### src/rtl/ro_sensor_scheduler.sv
// Ring-oscillator sensor scheduler: walks the requested sensors one at a time through
// counter clear, oscillator run window, settle and capture, then presents each count
// on a valid/ready result port.
module ro_sensor_scheduler #(
    parameter int NUM_SENSORS   = 4,
    parameter int CLEAR_CYCLES  = 4,
    parameter int SETTLE_CYCLES = 8
) (
    input  logic                       clk,
    input  logic                       reset,
    input  logic                       start,
    input  logic                       abort,
    input  logic [NUM_SENSORS-1:0]     sensor_mask,
    input  logic [31:0]                window_cycles,
    input  logic [64*NUM_SENSORS-1:0]  cnt_val,
    output logic [NUM_SENSORS-1:0]     sensor_en,
    output logic                       cnt_reset,
    output logic                       result_valid,
    input  logic                       result_ready,
    output logic [63:0]                result_data,
    output logic [7:0]                 result_id,
    output logic                       busy,
    output logic                       done
);

    typedef enum logic [2:0] {
        StIdle,
        StClear,
        StRun,
        StSettle,
        StCapture,
        StOutput
    } state_t;

    state_t                  state_q, state_d;
    logic [31:0]             phase_q, phase_d;
    logic [31:0]             window_q, window_d;
    logic [NUM_SENSORS-1:0]  mask_q, mask_d;
    logic [7:0]              sel_q, sel_d;
    logic [7:0]              first_idx, next_idx;
    logic                    has_next;
    logic                    done_d;
    logic [NUM_SENSORS-1:0]  en_d;
    logic [63:0]             cap_data;

    // Sensor selection: lowest requested bit, next latched bit above sel, and sel's count.
    always_comb begin
        first_idx = '0;
        next_idx  = '0;
        has_next  = 1'b0;
        cap_data  = '0;
        // Descending scan so the lowest qualifying index wins.
        for (int i = NUM_SENSORS - 1; i >= 0; i--) begin
            if (sensor_mask[i]) begin
                first_idx = 8'(i);
            end
            if (mask_q[i] && (8'(i) > sel_q)) begin
                next_idx = 8'(i);
                has_next = 1'b1;
            end
            if (sel_q == 8'(i)) begin
                cap_data = cnt_val[64*i +: 64];
            end
        end
    end

    // Next-state, phase countdown and next output enables.
    always_comb begin
        state_d  = state_q;
        phase_d  = phase_q;
        window_d = window_q;
        mask_d   = mask_q;
        sel_d    = sel_q;
        done_d   = 1'b0;
        en_d     = '0;
        unique case (state_q)
            StIdle: begin
                if (start && (sensor_mask != '0)) begin
                    mask_d   = sensor_mask;
                    // A zero-length window still runs the oscillator for one cycle.
                    window_d = (window_cycles == 32'd0) ? 32'd1 : window_cycles;
                    sel_d    = first_idx;
                    phase_d  = 32'(CLEAR_CYCLES - 1);
                    state_d  = StClear;
                end
            end
            StClear: begin
                if (phase_q == 32'd0) begin
                    phase_d = window_q - 32'd1;
                    state_d = StRun;
                end else begin
                    phase_d = phase_q - 32'd1;
                end
            end
            StRun: begin
                if (phase_q == 32'd0) begin
                    phase_d = 32'(SETTLE_CYCLES - 1);
                    state_d = StSettle;
                end else begin
                    phase_d = phase_q - 32'd1;
                end
            end
            StSettle: begin
                if (phase_q == 32'd0) begin
                    state_d = StCapture;
                end else begin
                    phase_d = phase_q - 32'd1;
                end
            end
            StCapture: begin
                state_d = StOutput;
            end
            StOutput: begin
                if (result_ready) begin
                    if (has_next) begin
                        sel_d   = next_idx;
                        phase_d = 32'(CLEAR_CYCLES - 1);
                        state_d = StClear;
                    end else begin
                        state_d = StIdle;
                        done_d  = 1'b1;
                    end
                end
            end
            default: state_d = StIdle;
        endcase
        // Abort overrides every transition, including a completing handshake.
        if (abort && (state_q != StIdle)) begin
            state_d = StIdle;
            done_d  = 1'b0;
        end
        for (int i = 0; i < NUM_SENSORS; i++) begin
            en_d[i] = (state_d == StRun) && (sel_d == 8'(i));
        end
    end

    // State, latched sweep parameters and registered outputs.
    always_ff @(posedge clk or posedge reset) begin
        if (reset) begin
            state_q      <= StIdle;
            phase_q      <= '0;
            window_q     <= '0;
            mask_q       <= '0;
            sel_q        <= '0;
            sensor_en    <= '0;
            cnt_reset    <= 1'b1;
            result_valid <= 1'b0;
            result_data  <= '0;
            result_id    <= '0;
            busy         <= 1'b0;
            done         <= 1'b0;
        end else begin
            state_q      <= state_d;
            phase_q      <= phase_d;
            window_q     <= window_d;
            mask_q       <= mask_d;
            sel_q        <= sel_d;
            sensor_en    <= en_d;
            cnt_reset    <= (state_d == StIdle) || (state_d == StClear);
            result_valid <= (state_d == StOutput);
            busy         <= (state_d != StIdle);
            done         <= done_d;
            // Oscillator is stopped and settled here, so cnt_val is sampled directly.
            if ((state_q == StCapture) && (state_d == StOutput)) begin
                result_data <= cap_data;
                result_id   <= sel_q;
            end
        end
    end

endmodule

### config.mk
export PLATFORM = sky130hd
export DESIGN_NAME = ro_sensor_scheduler
export DESIGN_NICKNAME = d
export VERILOG_FILES = /design/src/rtl/ro_sensor_scheduler.sv
export SDC_FILE = /design/constraint.sdc
export NUM_CORES = 1
export LEC_CHECK = 0
export CAP_MARGIN = 25
export CORE_ASPECT_RATIO = 1.4
export CORE_MARGIN = 2
export CORE_UTILIZATION = 44
export DETAILED_ROUTE_END_ITERATION = 10
export PLACE_DENSITY_LB_ADDON = 0.3
export SETUP_SLACK_MARGIN = 0.4
export SYNTH_ARGS = -nofsm -noshare
export SYNTH_HDL_FRONTEND = slang
export SYNTH_SLANG_ARGS = --single-unit
### constraint.sdc
create_clock -name clk -period 6.25 [get_ports clk]
set_input_delay 1.25 -clock clk [delete_from_list [all_inputs] [get_ports clk]]
set_output_delay 1.25 -clock clk [all_outputs]
set_load 0.01 [all_outputs]
## After elaboration in Yosys (flattened, before gate mapping)

Cells that the tools add are included.

- Output and inout port bits: 80
- Logic and storage cells: 100
- Flip-flop bits (word level): 159

- Add/subtract/negate cells: 2
- Equality and inequality tests: 18
- $lt $le $gt $ge: 4
- Reduce and logical (&&, ||, !) cells: 24
- Mux-type cells: 40

Operators with widths:

| kind | number |
|---|---|
| 64-bit 2-to-1 mux | 4 |
| 32-bit 2-to-1 mux | 7 |
| 32-bit one-hot mux with 5 select lines | 1 |
| 8-bit 2-to-1 mux | 9 |
| 32-bit logical NOT | 2 |
| 32-bit by 1-bit subtractor with 32-bit output, second input constant | 2 |
| 8-bit by 2-bit == test with 1-bit output, second input constant | 4 |
| 3-bit 2-to-1 mux | 6 |
| 3-bit one-hot mux with 6 select lines | 1 |
| 8-bit by 1-bit == test with 1-bit output, second input constant | 2 |
| 1-bit by 8-bit greater-than comparator with 1-bit output, first input constant | 2 |
| 2-bit by 8-bit greater-than comparator with 1-bit output, first input constant | 2 |
| 8-bit logical NOT | 2 |
| 8-bit one-hot mux with 2 select lines | 1 |
| 1-bit logical AND | 11 |
| 3-bit by 2-bit == test with 1-bit output, second input constant | 3 |
| 3-bit == test, second input constant | 3 |
| 1-bit 2-to-1 mux | 9 |
| 2-bit inequality test, second input constant | 4 |
| 3-bit by 1-bit == test with 1-bit output, second input constant | 2 |
| 3-bit logical NOT | 2 |
| 3-bit nonzero test | 2 |
| 5-bit AND reduction | 1 |
| 5-bit nonzero test | 1 |
| other kinds (4) | 5 |

## Longest topological paths before layout

Gate-level depths: netlist (run 1).

- Depth after elaboration: 12
- Gate-level depth with buffers: 9

## Worst setup path after synthesis (run 1)

Ideal clock, no wire load.

- Path type: input port to flip-flop
- From: in result_ready
- To: reg phase_q[10]
- Path buffers: 1
- Stages: 6
- Arrival: 2.516 ns
- Setup time: 0.146 ns
- Setup slack: 3.589 ns
- Cells stage by stage: nand2_1 -> a2111oi_0 -> o21ai_4 -> buf_6 -> o21ai_0 -> o311ai_0

- Longest elaborated chain between the ends: 2

Ends and longest elaborated chain:

| element | line | RTL |
|---|---|---|
| start, declared | 19 | `input logic result_ready,` |
| 2-bit inequality test (no source line) | - |  |
| 5-bit AND reduction (no source line) | - |  |
| end signal, assigned | 154 | `phase_q <= phase_d;` |
| end, declared | 36 | `logic [31:0] phase_q, phase_d;` |

Every way passes these cells.
A chain may end at the register's enable or synchronous reset.

## Worst setup path after layout (run 1)

Same ends and word-level chain as after synthesis.

==> impl_metrics.ini, run 1 <==
[cells_and_area]
area_delta_synth_final_pct = 49.4
final_util_pct = 67.0
fill_cells = 1589
layout_commonest_cell = clkdlybuf4s50_1
drive_gt1_share_pct = 14.6
layout.cells.non_filler = 1423
nNetsFinal = 1452
layout_common_cells = 376 x clkdlybuf4s50_1, 155 x dfrtp_1, 66 x a22o_1, 64 x mux4_2, 51 x o21ai_0

[clock_network]
cts_tree = done
clockRootBuffer = clkbuf_16
post_cts_resize_count = 0
cts_inserted_buffers = 17
clk_path_buf_depth = 2
ctsHoldBuffers = 0
post_cts_buffers = 0
clock_sinks = 158
htree_levels = 4
clkLatencyLatePin_ns = 0.44
clk_pin_slew_worst_paths_ns = 0.07

[global_route]
use_met1_pct = 38.4
antenna_found_initial = 3
track_usage_pct = 31.4
grt-busiest-layer = met2
grt_util_met2_pct = 52.9
grt_pass1_vias = 8957
grt_max_degree = 78
grt_pass1_wl_mm = 52.7
overflow = 0
use_met3_pct = 7.61

[hold_path]
hp-class = reg -> reg
hold_path_depth = 1
hold_end = result_data[15]$_DFFE_PP0P_
hp-start = result_data[15]$_DFFE_PP0P_

[timing]
slew_violations = 0
fmax_mhz = 305
rsz0062_at_grt = no
tightestPinTransition_ns = 0.892
tns_ns = 0
min_period_ns = 3.28
whs_ns = 0.505
relSlewSlack_pct = 40.1
fin_crit_sh_pct = 52.4
hold_violations = 0
setup_ws_ns = 2.97
finClkSkew_ns = 0.0147
finalSetupViolations = 0

[placement]
port_buffers = 376
gp_congestion = 0.938
place_inst = 1388
post-place-ws_ns = 2.61
dp_hpwl_mm = 26.5

[logic_synthesis]
yosys.area.top_type_share_pct = 42.6
synth_nets = 1103
synth_ff_type = dfrtp_1
yosys.area.top_type = dfrtp_1
netlist_area_sq_um = 9220
synth_area_leaders = dfrtp_1 43%, mux4_2 16%, a22o_1 6.3%
synth_cell_types = 69
avgSynthCellArea_sq_um = 11.5
syn_inst = 803
synth_edf_count = 0
yosys_warnings = 0
seq_area_frac_synth_pct = 42.9
async_reset_ff_share_pct = 100
ys_seq_elements = 158

[die]
rows = 62
die_x_um = 126
start_util_pct = 44.8
core_area_sq_um = 20600
io_pins = 377
dieHeight_um = 175
dieArea_sq_um = 22100

[critical_path]
crit_type = in -> reg
path_buf_inv = 1
worstPathMaxFanout = 34
timing.rr.start = phase_q[28]$_DFFE_PP0P_
worst-r2r-setup-slack_ns = 3.12
crit_family = compound AO/OA/AOI/OAI gates
cpPeakStageDelay_ns = 0.76
critPathRequiredTime_ns = 6.52
worstSetupEndpointType = flip-flop
critPathLaunchType = input port
reg2reg_to = phase_q[18]$_DFFE_PP0P_
reg2reg_depth = 7
slowest_stage = a2111oi_0
crit_chain = clkdlybuf4s50_1, nand2_1, a2111oi_0, o21ai_4, o21ai_0, o311ai_0
cp.arrival_ns = 3.55

[routing]
dr.pass1.iters = 8
ant_nets = 0
drt_iter0_drc = 792
vias = 8615
wire_per_inst_um = 24.1
drc = 0
routed_wl_mm = 34.2
via_per_inst = 6.05

[power_and_ir_drop]
powerDensity_nw_per_um2 = 374
vdd_ir_drop_max_v = 0.000273
leakagePower_uw = 0.00536

[run]
cap_viol_max_count = 0

[run_status]
status = finished clean
[cell usage after synthesis, drive strengths merged, types with 3 or more instances]
cell type,n
o21bai,5
dfrtp,157
a2bb2oi,3
or4,8
nand3,12
o211ai,6
nor3b,5
nor2b,14
a221oi,3
ha,3
nand2,30
and4,4
nand2b,6
nor4,30
a22o,66
xnor2,21
a21oi,13
mux2,40
or3,13
buf,19
xor2,8
a32oi,5
clkbuf,37
or2,4
a22oi,5
a211oi,9
mux4,64
nand4,10
nor2,47
o22ai,5
nor3,49
a211o,3
a21o,4
o21ai,53
inv,17
[layer usage]
metal | share of wire, % | vias to the layer above
met3 | 7.9 | 87
li1 | - | 3839
met2 | 51 | 463
met4 | 3.9 | 2
met1 | 38 | 4224
met5 | 0.044 | -
[final cells by class]
cell class                 count  area, sq um  area share, %
antenna                        2         5.00         0.0363
clock buffer                  17          425           3.09
clock inverter                15          189           1.37
inverter                      17         68.8          0.500
multi-input combinational    572         4960           36.0
sequential                   158         3960           28.8
tap                          256          320           2.33
timing repair buffer         386         3840           27.9
[registers in the layout, indices dropped and copies added, names as in the netlist]
| signal | count |
|---|---|
| result_data | 64 |
| phase_q | 32 |
| window_q | 32 |
| result_id | 8 |
| sel_q | 8 |
| sensor_en | 4 |
| mask_q | 3 |
| state_q | 3 |
| busy | 1 |
| cnt_reset | 1 |
| done | 1 |
| result_valid | 1 |
[report_power, final]
part           total, uW  internal, uW  leakage, uW  switching (uW)
logic               2430          1170      0.00303            1260
clock network       1090           611     0.000303             483
registers           1630          1270      0.00203             357
total               5140          3040      0.00536            2100
[cells by family (layout without fill, tap and decap cells)]
logic type / after synthesis / count (layout) / share of synthesized area [%]
fa+ha+maj: 3 / 3 / 0.407
mux: 105 / 105 / 20.6
buf+inv: 73 / 435 / 3.41
other cells: 0 / 2 / 0
compound gates: 196 / 196 / 15.6
simple gates: 239 / 239 / 14.3
xor+xnor: 29 / 29 / 2.76
flops: 158 / 158 / 42.9
[through the flow]
stage	power [uW]	instance area, sq um
after global placement	3960	13100
after detailed placement	4010	13100
final	5140	13800
after global routing	5420	13800
after floorplan	3250	9220
after CTS	5110	13800
[worst max path at each step]
stage	from	to	slack (ns)	cells past startpoint
after floorplan	reset	busy$_DFF_PP0_	0.74	1
after detailed placement	result_ready	phase_q[18]$_DFFE_PP0P_	2.61	6
after global placement	abort	result_data[13]$_DFFE_PP0P_	2.69	5
after CTS	result_ready	phase_q[10]$_DFFE_PP0P_	3.03	6
after global routing	result_ready	phase_q[20]$_DFFE_PP0P_	2.89	6
final	result_ready	phase_q[10]$_DFFE_PP0P_	2.97	6
(Power assumes the default switching activity.)
==> run 2, diff against run 1 <==
--- a/config.mk
+++ b/config.mk
@@ -8,7 +8,7 @@
 export CAP_MARGIN = 25
 export CORE_ASPECT_RATIO = 1.4
 export CORE_MARGIN = 2
-export CORE_UTILIZATION = 44
+export CORE_UTILIZATION = 40
 export DETAILED_ROUTE_END_ITERATION = 10
 export PLACE_DENSITY_LB_ADDON = 0.3
 export SETUP_SLACK_MARGIN = 0.4
==> constraint.sdc (replaced) <==
create_clock -name clk -period 2.7 [get_ports clk]
set_input_delay 0.54 -clock clk [delete_from_list [all_inputs] [get_ports clk]]
set_output_delay 0.54 -clock clk [all_outputs]
set_load 0.01 [all_outputs]
==> run 2 against run 1 <==
Against the previous run: sequential cell count unchanged; worst hold slack hardly changed; clock skew fell by 0.00083 ns; die area rose by 9.7%; largest power group unchanged; highest routed layer is now met4.
==> impl_metrics.ini, run 2 (same netlist as run 1, synthesis figures left out) <==
[run_status]
status = finished clean

[cells_and_area]
regArea_sq_um = 3960
layout_common_cells = 376 x clkdlybuf4s50_1, 155 x dfrtp_1, 69 x buf_4, 66 x a22o_1, 64 x mux4_2
finalInstanceArea_sq_um = 14800
largest_reg_flops = 64
nNetsFinal = 1533
largest_register = result_data
reg_top3 = result_data: 64 flops, phase_q: 32 flops, window_q: 32 flops
multi_input_area_sq_um = 5230
layout_commonest_cell = clkdlybuf4s50_1
drive_gt1_share_pct = 23.3
area_delta_synth_final_pct = 60.5
fill_cells = 1855

[power_and_ir_drop]
powerDensity_nw_per_um2 = 928
switching_power_uw = 5480
leakagePower_uw = 0.00582
p_clk_share_pct = 17.3
power.total_uw = 13700
p_comb_share_pct = 56.1
power.internal_uw = 8240
seqPwrFrac_pct = 26.6
p_sw_share_pct = 39.9
vdd_ir_drop_max_v = 0.000651

[timing]
fmax_mhz = 417
tightestPinTransition_ns = 0.940
finClkSkew_ns = 0.0139
hold_violations = 0
min_period_ns = 2.40
relSlewSlack_pct = 37.3
setup_ws_ns = 0.303
rsz0062_at_grt = yes
tns_ns = 0
fin_crit_sh_pct = 88.8
slew_violations = 0
finalSetupViolations = 0

[die]
dieHeight_um = 184
core_area_sq_um = 22600
die_x_um = 132
dieArea_sq_um = 24300
start_util_pct = 40.8
rows = 65
io_pins = 377

[critical_path]
critPathRequiredTime_ns = 3.07
path_common_cell = buf_6
critPathLaunchType = flip-flop
timing.rr.start = phase_q[15]$_DFFE_PP0P_
worstPathMaxFanout = 7
worstSetupEndpointType = flip-flop
cp.arrival_ns = 2.76
crit_type = reg -> reg
crit_chain = buf_4, nor4_4, nand4_1, buf_6, o41a_1, buf_6, o21ai_4, o21bai_1, a22o_1
reg2reg_depth = 9
path_buf_inv = 3
reg2reg_to = phase_q[20]$_DFFE_PP0P_
worst-r2r-setup-slack_ns = 0.30
cpPeakStageDelay_ns = 0.44
crit_family = compound AO/OA/AOI/OAI gates
slowest_stage = o41a_1

[clock_network]
htree_levels = 4
clk_pin_slew_worst_paths_ns = 0.07
clkLatencyLatePin_ns = 0.43
ctsHoldBuffers = 0
clock_sinks = 158
cts_inserted_buffers = 17
clk_path_buf_depth = 2
cts_tree = done
clockRootBuffer = clkbuf_16

[placement]
gp_congestion = 0.983
post-place-ws_ns = -0.0746
port_buffers = 376
dp_hpwl_mm = 29.0
dpl_cell_area_sq_um = 13700

[hold_path]
hp-class = reg -> reg
hold_path_depth = 1
hp-start = result_data[12]$_DFFE_PP0P_
hold_end = result_data[12]$_DFFE_PP0P_

[global_route]
grt_max_degree = 69
track_usage_pct = 30.6
antenna_found_initial = 7
grt_pass1_vias = 9356
grt_pass1_wl_mm = 55.8
overflow = 0

[routing]
routed_wl_mm = 37.4
via_per_inst = 5.86
ant_nets = 0
drt_iter0_drc = 716
vias = 9102
wire_per_inst_um = 24.1
drc = 0
dr.pass1.iters = 5

[run]
cap_viol_max_count = 0
==> run 2: changes by cell type in the layout (fill, tap and decap cells not counted), sizes merged <==
cell / previous run / this run
buf: 10 / 87
inv: 27 / 19
diode: 2 / 7
clkbuf: 17 / 21
clkinvlp: 0 / 3
o21ai: 53 / 56
clkinv: 3 / 4
==> run 2: how the worst max path moves through the flow <==
stage,startpoint,to,slack (ns),depth (start not counted)
6_report,phase_q[15]$_DFFE_PP0P_,phase_q[20]$_DFFE_PP0P_,0.30,9
5_1_grt,phase_q[15]$_DFFE_PP0P_,phase_q[20]$_DFFE_PP0P_,0.28,9
4_1_cts,phase_q[30]$_DFFE_PP0P_,phase_q[20]$_DFFE_PP0P_,0.37,7
3_5_place_dp,sensor_mask[2],phase_q[4]$_DFFE_PP0P_,-0.07,9
3_3_place_gp,sensor_mask[0],phase_q[4]$_DFFE_PP0P_,-0.14,9
2_1_floorplan,reset,busy$_DFF_PP0_,0.16,1
==> run 2: per-stage QoR <==
| step | util (%) | instances | hold WS, ns |
|---|---|---|---|
| global route | 65.5 | 1553 | 0.518 |
| floorplan | - | 803 | 0.467 |
| global placement | 60.7 | 1490 | 0.489 |
| CTS | 64.2 | 1532 | 0.509 |
| detailed placement | 60.7 | 1490 | 0.490 |
| finish | 65.5 | 1553 | 0.505 |
==> run 2: worst reg2reg max path: cells and delay by family (launching register included) <==
kind	cells	cell delay (ns)
simple gates	2	0.52
compound gates	4	0.88
buf+inv	3	0.54
flops	1	0.40
==> run 2: power groups by stage <==
stage                     sequential, uW  combinational, uW  clock [uW]
final                               3650               7690        2380
after CTS                           3600               6850        2420
after detailed placement            3620               6440           0
after floorplan                     3430               4080           0
after global routing                3710               8160        2530
after global placement              3600               6380           0
==> run 2: cell type report <==
type,instances,area share [%]
diodes,7,0.118
clock buffers,20,2.95
clock inverters,11,0.913
inverters,17,0.457
multi-input cells,575,35.3
flip-flops and latches,158,26.8
well taps,301,2.55
repair buffers,464,30.9
==> run 2: repair_timing <==
action,CTS,global route
setup buffers,8,12
gates cloned,3,2
endpoints found under the setup margin,39,39
pin swaps,16,17
resized for setup,46,50
==> run 2: layer usage <==
metal | global-route usage [%] | routed length, um | up-vias
met5 | 0 | 0 | -
met4 | 14.2 | 1810 | 0
met3 | 6.78 | 2650 | 96
met2 | 52.5 | 18700 | 460
met1 | 36.7 | 14200 | 4517
li1 | - | - | 4029
==> run 3, diff against run 2 <==
--- a/config.mk
+++ b/config.mk
@@ -6,7 +6,7 @@
 export NUM_CORES = 1
 export LEC_CHECK = 0
 export CAP_MARGIN = 25
-export CORE_ASPECT_RATIO = 1.4
+export CORE_ASPECT_RATIO = 0.6
 export CORE_MARGIN = 2
 export CORE_UTILIZATION = 40
 export DETAILED_ROUTE_END_ITERATION = 10
==> run 3 against run 2 <==
Against the previous run: cell count decreased by 0.97%; combinational power decreased by 6.8%; sequential share of layout area increased by 0.080 points; fmax decreased by 1.6%; non-clock buffer count decreased by 14; clock skew decreased by 0.0018 ns; critical path depth decreased by 1; highest routed layer is now met5.
==> impl_metrics.ini, run 3 (same netlist as run 1, synthesis figures left out) <==
[die]
die_x_um = 200
dieArea_sq_um = 24300
dieHeight_um = 122
start_util_pct = 41.3
rows = 42
core_area_sq_um = 22300
io_pins = 377

[timing]
slew_violations = 0
fin_crit_sh_pct = 90.2
setup_ws_ns = 0.265
finClkSkew_ns = 0.0121
finalSetupViolations = 0
min_period_ns = 2.44
rsz0062_at_grt = yes
hold_violations = 0
tightestPinTransition_ns = 0.901
relSlewSlack_pct = 39.9
fmax_mhz = 411

[cells_and_area]
nNetsFinal = 1516
layout_common_cells = 376 x clkdlybuf4s50_1, 154 x dfrtp_1, 66 x a22o_1, 64 x mux4_2, 51 x buf_4
layout.cells.non_filler = 1538
largest_reg_flops = 64
reg_top3 = result_data: 64 flops, phase_q: 32 flops, window_q: 32 flops
layout_commonest_cell = clkdlybuf4s50_1
area_delta_synth_final_pct = 60.0
multi_input_area_sq_um = 5190
drive_gt1_share_pct = 22.2
regArea_sq_um = 3960
fill_cells = 1738
largest_register = result_data

[clock_network]
clock_sinks = 158
ctsHoldBuffers = 0
clockRootBuffer = clkbuf_16
cts_inserted_buffers = 17
clk_path_buf_depth = 2
cts_tree = done
clk_pin_slew_worst_paths_ns = 0.06
htree_levels = 4
clkLatencyLatePin_ns = 0.42

[global_route]
grt_pass1_wl_mm = 52.5
track_usage_pct = 29.0
antenna_found_initial = 5
overflow = 0
grt_max_degree = 67
grt_pass1_vias = 9033

[critical_path]
cpPeakStageDelay_ns = 0.54
worstPathMaxFanout = 5
critPathRequiredTime_ns = 3.03
reg2reg_depth = 8
crit_chain = or3_4, or4b_4, o41a_1, o21ai_4, buf_6, buf_6, a21oi_2, o22ai_1
slowest_stage = or4b_4
timing.rr.start = phase_q[30]$_DFFE_PP0P_
critPathLaunch = phase_q[30]$_DFFE_PP0P_
worstSetupEndpointType = flip-flop
critPathLaunchType = flip-flop
cp.arrival_ns = 2.77
path_common_cell = buf_6
crit_type = reg -> reg

[placement]
place_inst = 1486
post-place-ws_ns = -0.0238
dp_hpwl_mm = 27.3
gp_congestion = 0.929
port_buffers = 376

[routing]
routed_wl_mm = 35.4
dr.pass1.iters = 5
ant_nets = 0
vias = 9050
drc = 0
drt_iter0_drc = 921
via_per_inst = 5.88
wire_per_inst_um = 23.0

[power_and_ir_drop]
powerDensity_nw_per_um2 = 899
leakagePower_uw = 0.00580
vdd_ir_drop_max_v = 0.000678
power.total_uw = 13300

[hold_path]
hp-start = result_data[7]$_DFFE_PP0P_
hold_path_depth = 1
hp-class = reg -> reg

[run]
cap_viol_max_count = 0

[run_status]
status = finished clean
-- run 3: area by class of cell --
class / count / share of cell area (%)
inverters: 17 / 0.458
flip-flops and latches: 158 / 26.9
clock inverters: 9 / 0.730
diodes: 1 / 0.0170
clock buffers: 23 / 3.31
multi-input cells: 572 / 35.2
repair buffers: 450 / 30.8
well taps: 308 / 2.61
-- run 3: final timing paths --
check | endpoint | slack [ns]
max in group asynchronous | window_q[19]$_DFFE_PP0P_ | 1.52
min | result_data[7]$_DFFE_PP0P_ | 0.50
max | phase_q[26]$_DFFE_PP0P_ | 0.26
min reg2reg | result_data[7]$_DFFE_PP0P_ | 0.50
min in group asynchronous | done$_DFF_PP0_ | 0.52
max reg2reg | phase_q[26]$_DFFE_PP0P_ | 0.26
-- run 3: per-stage QoR --
step	hold WS [ns]	util (%)	TNS [ns]	cell area (sq um)
floorplan	0.467	-	0	9220
CTS	0.508	65.3	0	14600
detailed placement	0.490	61.2	-0.0238	13700
finish	0.501	66.0	0	14700
global route	0.513	66.0	0	14700
global placement	0.486	61.2	0	13700
-- run 3: report_power, final --
group	internal, uW	switching [uW]	total [uW]
registers	2940	709	3650
logic	3570	3600	7170
clock network	1460	973	2430
-- run 3: critical path: cells and delay by family (launching register included) --
family / cells / cell delay (ns)
flip-flops: 1 / 0.38
buffers and inverters: 2 / 0.29
AND/OR/NAND/NOR: 2 / 0.96
AO/OA/AOI/OAI: 4 / 0.71
-- run 3: repair_timing --
item,4_1_cts,5_1_grt
buffers inserted,12,2
pin swaps,19,13
endpoints found under the hold margin,0,0
gates resized for setup,43,44
endpoints found under the setup margin,42,41
gates cloned,4,1
-- run 3: layer usage --
layer	up-vias	routed length, um	global-route usage, %
li1	3972	-	-
met3	56	3510	8.25
met5	-	33	0
met1	4527	14500	40.5
met4	6	686	6.81
met2	489	16600	45.2
